File: config.mk
export PLATFORM = sky130hd
export DESIGN_NAME = alu_op_arbiter
export DESIGN_NICKNAME = d
export VERILOG_FILES = /design/src/rtl/alu_op_arbiter_pkg.sv /design/src/rtl/alu_rr_arbiter2.sv /design/src/rtl/alu_op_arbiter.sv
export SDC_FILE = /design/constraint.sdc
export NUM_CORES = 1
export LEC_CHECK = 0
export CAP_MARGIN = 15
export CORE_ASPECT_RATIO = 0.9
export CORE_MARGIN = 4
export CORE_UTILIZATION = 40
export DETAILED_ROUTE_END_ITERATION = 6
export PLACE_DENSITY = 0.87
export SLEW_MARGIN = 20
export SYNTH_ARGS = -nofsm -noshare
export SYNTH_HDL_FRONTEND = slang
export SYNTH_SLANG_ARGS = --single-unit
File: constraint.sdc
create_clock -name Clk -period 2.17 [get_ports Clk]
set_input_delay 0.217 -clock Clk [delete_from_list [all_inputs] [get_ports Clk]]
set_output_delay 0.217 -clock Clk [all_outputs]
set_load 0.01 [all_outputs]
File: src/rtl/alu_op_arbiter_pkg.sv
// Shared opcode constants and FSM state encoding for the ALU operation arbiter.
package alu_op_arbiter_pkg;

    localparam logic [2:0] OP_ADD     = 3'b000;
    localparam logic [2:0] OP_SUB     = 3'b001;
    localparam logic [2:0] OP_AND     = 3'b010;
    localparam logic [2:0] OP_TWOSCOM = 3'b011;
    localparam logic [2:0] OP_OR      = 3'b100;
    localparam logic [2:0] OP_XOR     = 3'b101;
    localparam logic [2:0] OP_RL      = 3'b110;
    localparam logic [2:0] OP_RR      = 3'b111;

    typedef enum logic [1:0] {
        ST_IDLE = 2'b00,
        ST_EXEC = 2'b01,
        ST_RESP = 2'b10
    } arb_state_e;

endpackage

File: src/rtl/alu_rr_arbiter2.sv
// Two-input round-robin grant. The last-grant register starts at 1 so that
// requester 0 wins the first tie.
module alu_rr_arbiter2 (
    input  logic       clk_i,
    input  logic       rst_n_i,
    input  logic       en_i,
    input  logic [1:0] req_i,
    input  logic       upd_i,
    output logic [1:0] gnt_o,
    output logic       gnt_id_o
);

    logic       last_gnt_q;
    logic [1:0] gnt_s;

    // Grant the sole requester, or the one not served last on a tie.
    always_comb begin
        gnt_s = 2'b00;
        if (en_i) begin
            case (req_i)
                2'b01:   gnt_s = 2'b01;
                2'b10:   gnt_s = 2'b10;
                2'b11:   gnt_s = last_gnt_q ? 2'b01 : 2'b10;
                default: gnt_s = 2'b00;
            endcase
        end else begin
            gnt_s = 2'b00;
        end
    end

    assign gnt_o    = gnt_s;
    assign gnt_id_o = gnt_s[1];

    // Remember who was served on each accepted handshake.
    always_ff @(posedge clk_i) begin
        if (!rst_n_i) begin
            last_gnt_q <= 1'b1;
        end else if (upd_i) begin
            last_gnt_q <= gnt_s[1];
        end else begin
            last_gnt_q <= last_gnt_q;
        end
    end

endmodule

File: src/rtl/alu_op_arbiter.sv
// Sequences two requesters onto the shared ALU datapath: IDLE -> EXEC -> RESP.
// Optional result flags (RspZero, RspOpEcho) are built when ALU_ARB_FLAGS_EN is defined.
module alu_op_arbiter
    import alu_op_arbiter_pkg::*;
#(
    parameter int WIDTH = 4
) (
    input  logic             Clk,
    input  logic             Rst_n,
    input  logic             Req0Valid,
    output logic             Req0Ready,
    input  logic [2:0]       Req0Op,
    input  logic [WIDTH-1:0] Req0A,
    input  logic [WIDTH-1:0] Req0B,
    input  logic             Req1Valid,
    output logic             Req1Ready,
    input  logic [2:0]       Req1Op,
    input  logic [WIDTH-1:0] Req1A,
    input  logic [WIDTH-1:0] Req1B,
    output logic [2:0]       AluSel,
    output logic [WIDTH-1:0] AluA,
    output logic [WIDTH-1:0] AluB,
    input  logic [WIDTH-1:0] AluResult,
    output logic             RspValid,
    input  logic             RspReady,
    output logic [WIDTH-1:0] RspData,
    output logic             RspId
`ifdef ALU_ARB_FLAGS_EN
    ,
    output logic             RspZero,
    output logic [2:0]       RspOpEcho
`endif
);

    arb_state_e       state_q;
    logic [2:0]       sel_q;
    logic [WIDTH-1:0] a_q;
    logic [WIDTH-1:0] b_q;
    logic [WIDTH-1:0] data_q;
    logic             valid_q;
    logic             id_q;
`ifdef ALU_ARB_FLAGS_EN
    logic             zero_q;
    logic [2:0]       echo_q;
`endif

    logic             arb_en_s;
    logic             accept_s;
    logic [1:0]       gnt_s;
    logic             win_id_s;
    logic [2:0]       win_op_s;
    logic [WIDTH-1:0] win_a_s;
    logic [WIDTH-1:0] win_b_s;

    // Readiness is withheld while reset is held, even if the state already reads IDLE.
    assign arb_en_s = Rst_n && (state_q == ST_IDLE);
    assign accept_s = |gnt_s;

    alu_rr_arbiter2 u_rr (
        .clk_i    (Clk),
        .rst_n_i  (Rst_n),
        .en_i     (arb_en_s),
        .req_i    ({Req1Valid, Req0Valid}),
        .upd_i    (accept_s),
        .gnt_o    (gnt_s),
        .gnt_id_o (win_id_s)
    );

    // Route the winner's operation toward the datapath registers.
    always_comb begin
        win_op_s = Req0Op;
        win_a_s  = Req0A;
        win_b_s  = Req0B;
        if (win_id_s) begin
            win_op_s = Req1Op;
            win_a_s  = Req1A;
            win_b_s  = Req1B;
        end else begin
            win_op_s = Req0Op;
            win_a_s  = Req0A;
            win_b_s  = Req0B;
        end
    end

    // Control FSM with the datapath and response registers it owns.
    always_ff @(posedge Clk) begin
        if (!Rst_n) begin
            state_q <= ST_IDLE;
            sel_q   <= OP_ADD;
            a_q     <= {WIDTH{1'b0}};
            b_q     <= {WIDTH{1'b0}};
            data_q  <= {WIDTH{1'b0}};
            valid_q <= 1'b0;
            id_q    <= 1'b0;
`ifdef ALU_ARB_FLAGS_EN
            zero_q  <= 1'b0;
            echo_q  <= 3'b000;
`endif
        end else begin
            case (state_q)
                ST_IDLE: begin
                    if (accept_s) begin
                        sel_q   <= win_op_s;
                        a_q     <= win_a_s;
                        b_q     <= win_b_s;
                        id_q    <= win_id_s;
                        state_q <= ST_EXEC;
                    end else begin
                        state_q <= ST_IDLE;
                    end
                end
                ST_EXEC: begin
                    data_q  <= AluResult;
                    valid_q <= 1'b1;
`ifdef ALU_ARB_FLAGS_EN
                    zero_q  <= (AluResult == {WIDTH{1'b0}});
                    echo_q  <= sel_q;
`endif
                    state_q <= ST_RESP;
                end
                ST_RESP: begin
                    if (RspReady) begin
                        valid_q <= 1'b0;
                        state_q <= ST_IDLE;
                    end else begin
                        state_q <= ST_RESP;
                    end
                end
                default: begin
                    valid_q <= 1'b0;
                    state_q <= ST_IDLE;
                end
            endcase
        end
    end

    assign Req0Ready = gnt_s[0];
    assign Req1Ready = gnt_s[1];
    assign AluSel    = sel_q;
    assign AluA      = a_q;
    assign AluB      = b_q;
    assign RspValid  = valid_q;
    assign RspData   = data_q;
    assign RspId     = id_q;
`ifdef ALU_ARB_FLAGS_EN
    assign RspZero   = zero_q;
    assign RspOpEcho = echo_q;
`endif

endmodule

==> summary.md <==
| Metric | Value |
|---|---|
| Pre-antenna DRT Iters | `4` |
| VDD IR-drop max | `413 uV` |
| Pin count of the biggest net entering global routing | `24` |
| Pre-CTS WS | `0.141 ns` |
| Register area share after synthesis | `44.4%` |
| Pint | `738 uW` |
| Total gr overflow | `0` |
| Gpl congestion | `0.788` |
| GR Util met2 | `30.5%` |
| Seq pwr share | `42.7%` |
| Slowest stage delay, CP | `0.56 ns` |
| Initial antenna violation count | `0` |
| Register bit total from synthesis | `20` |
| Peak Freq | `0.493 GHz` |
| Layout cells sized above 1 | `8.72%` |
| Final ANT Viol Nets | `0` |
| RSZ-0062 raised after global routing | `false` |
| Total GRT Usage | `18.6%` |
| Most common cell after layout, fill and taps aside | `clkdlybuf4s50_1` |
| Worst-case clock buffer depth | `2` |
| PD cells | `676 nW/um^2` |
| Worst skew pair latency | `0.30 ns` |
| Logic pwr share | `26.4%` |
| Hold Vio Cnt, Final | `0` |
| IO Count | `50` |
| Most frequent cells in the layout | `49 x clkdlybuf4s50_1, 19 x dfxtp_1, 12 x nand3_1, 12 x a21oi_1` |
| Clock Sinks | `20` |
| Inserted Diodes | `0` |
| Post-Syn Instances | `100` |
| Setup violators final | `0` |
| Post-route setup slack | `0.140 ns` |
| Synth area leaders | `dfxtp_1 44%, a311oi_1 11%, a21oi_1 6.7%` |
| Clk Tree Root Cell | `clkbuf_4` |
| Critical path's slowest cell | `clkdlybuf4s50_1` |
| DP Area | `1410 sq um` |
| Crit path cell chain | `or3b_1 > nor2_2 > clkdlybuf4s50_1` |
| GR Util met1 | `23.7%` |
| Gr busiest metal | `met2` |
| Worst Setup Path Type | `reg2out` |
| Chip Width | `58.1 microns` |
| Total power | `991 uW` |
| Worst clock skew | `0.0106 ns` |
| Status | `complete, no violations` |
| Row cnt | `16` |
| Post-route setup TNS | `0 ns` |
| Crit-path max FO | `6` |
| DR DRC count | `0` |
| GRT met3 Usage | `5.12%` |
| Worst setup SP type | `flip-flop` |
| Worst-Margin Slew | `0.532 ns` |
| Area added between synthesis and finish | `62.6%` |
| Lkg Pwr | `0.528 nW` |
| Final period util | `93.5%` |
| Hold Crit Class | `in2reg` |
| Syn Area/Cell | `9.02 sq um` |
| Critical path data arrival time | `1.81 ns` |
| Netlist cell types | `25` |
| Switching share of power | `25.6%` |
| Fill cells | `186` |
| Vias in the first global route | `911` |
| Max-cap violations | `0` |
| CTS clock-pin slew for the worst setup and hold paths | `0.13 ns` |
| WP data required | `1.95 ns` |
| Fin area | `1470 sq um` |
| First-pass GRT wire length | `4350 microns` |
| HPWL Detailed | `1900 microns` |
| Core Area | `2160 sq um` |
| Rel. slew slack | `64.5%` |
| Cell taking the most area after synthesis | `dfxtp_1` |
| Top-area cell type share of the netlist area | `44.4%` |
| YS warnings | `0` |
| Avg WL per Cell | `14.8 microns` |
| Number of nets in the layout | `181` |
| Htree depth | `1` |
| Vias per cell | `5.53` |
| CTS tree | `built` |
| CTS Buf Count | `3` |
| Non-Filler Instances | `176` |
| Buffers on Ports | `49` |
| Fin crit period | `2.03 ns` |
| 1st-iter DRT viols | `28` |
| DP Cell Count | `172` |
| Die area | `3080 sq um` |
| CP endpoint kind | `output pin` |
| CTS Hold Bufs | `0` |
| Height of the die | `53.1 microns` |
| Post-Synthesis Cell Area | `902 sq um` |
| Clock Power Share | `30.9%` |
| Max-slew violations | `0` |
| Routed vias | `973` |
| Net Sw Power | `253 uW` |
| Initial core utilization | `41.7%` |
| Mapped Nets | `131` |
| Drt total wl | `2610 microns` |
==> per-stage QoR <==
| step | hold slack (ns) | utilization [%] |
|---|---|---|
| after floorplan | 0.350 | - |
| after global placement | 0.464 | 65.2 |
| after detailed placement | 0.484 | 65.2 |
| after CTS | 0.487 | 67.7 |
| after global routing | 0.503 | 67.8 |
| final | 0.488 | 67.8 |
==> repair_timing <==
item / 4_1_cts / 5_1_grt
setup buffers: 0 / 0
gates resized for setup: 0 / 2
setup endpoints to repair: 0 / 1
==> cell type report <==
cell class	instances	area (sq um)	share of cell area [%]
clock buffer	3	22.5	1.54
clock inverter	1	30.0	2.05
inverter	2	7.51	0.512
multi-input combinational	69	443	30.2
sequential	20	402	27.4
tap	27	33.8	2.30
timing repair buffer	54	528	36.0
==> metal layers <==
layer  wire (microns)  vias up  share of wire, %
met5                0        -                 0
met4                0        0                 0
met3              289        0                11
met2             1240       48                48
met1             1080      450                41
li1                 -      475                 -
==> critical path, delay by kind of cell (launching register included) <==
family                 cells  cell delay (ns)
buffers and inverters      1             0.56
and+or+nand+nor            2             0.58
DFF                        1             0.38
==> cell usage after synthesis (all sizes together) <==
cell	instances
nor3b	1
mux2i	4
a21boi	1
dfxtp	20
clkbuf	3
nand3	12
inv	2
a311oi	11
a21bo	1
nand2b	1
and2	1
a211o	1
or2	1
a31o	1
or3b	1
o21ai	12
nor2	7
buf	6
a21oi	12
nor2b	1
o211a	1
==> sequential cells by signal (all words and copies together), names as in the netlist <==
name and cells:
RspValid 1, RspId 1, RspData 4, u_rr.last_gnt_q 1
AluSel 3, AluB 4, state_q 2, AluA 4
==> power groups by stage <==
| stage | sequential, mW | combinational, mW | clock, mW |
|---|---|---|---|
| global placement | 0.429 | 0.255 | 0 |
| CTS | 0.423 | 0.261 | 0.313 |
| floorplan | 0.442 | 0.110 | 0 |
| detailed placement | 0.431 | 0.259 | 0 |
| finish | 0.423 | 0.261 | 0.306 |
| global route | 0.428 | 0.284 | 0.328 |
==> kinds of logic after synthesis <==
| family | count (synthesis) | synth area share [%] |
|---|---|---|
| AOI/OAI and AO/OA | 40 | 29.0 |
| and+or+nand+nor | 25 | 15.4 |
| DFF | 20 | 44.4 |
| buffers and inverters | 11 | 6.80 |
| muxes | 4 | 4.44 |
==> final timing paths <==
check	from	end	slack, ns	depth (start not counted)
worst min-delay path	Req1B[3]	AluB[3]	0.49	3
worst max register to register	state_q[0]	AluSel[2]	0.58	4
worst max-delay path	state_q[0]	Req1Ready	0.14	3
worst min register to register	RspId	RspId	0.51	1
No activity file was read; power rests on OpenSTA's default activity.
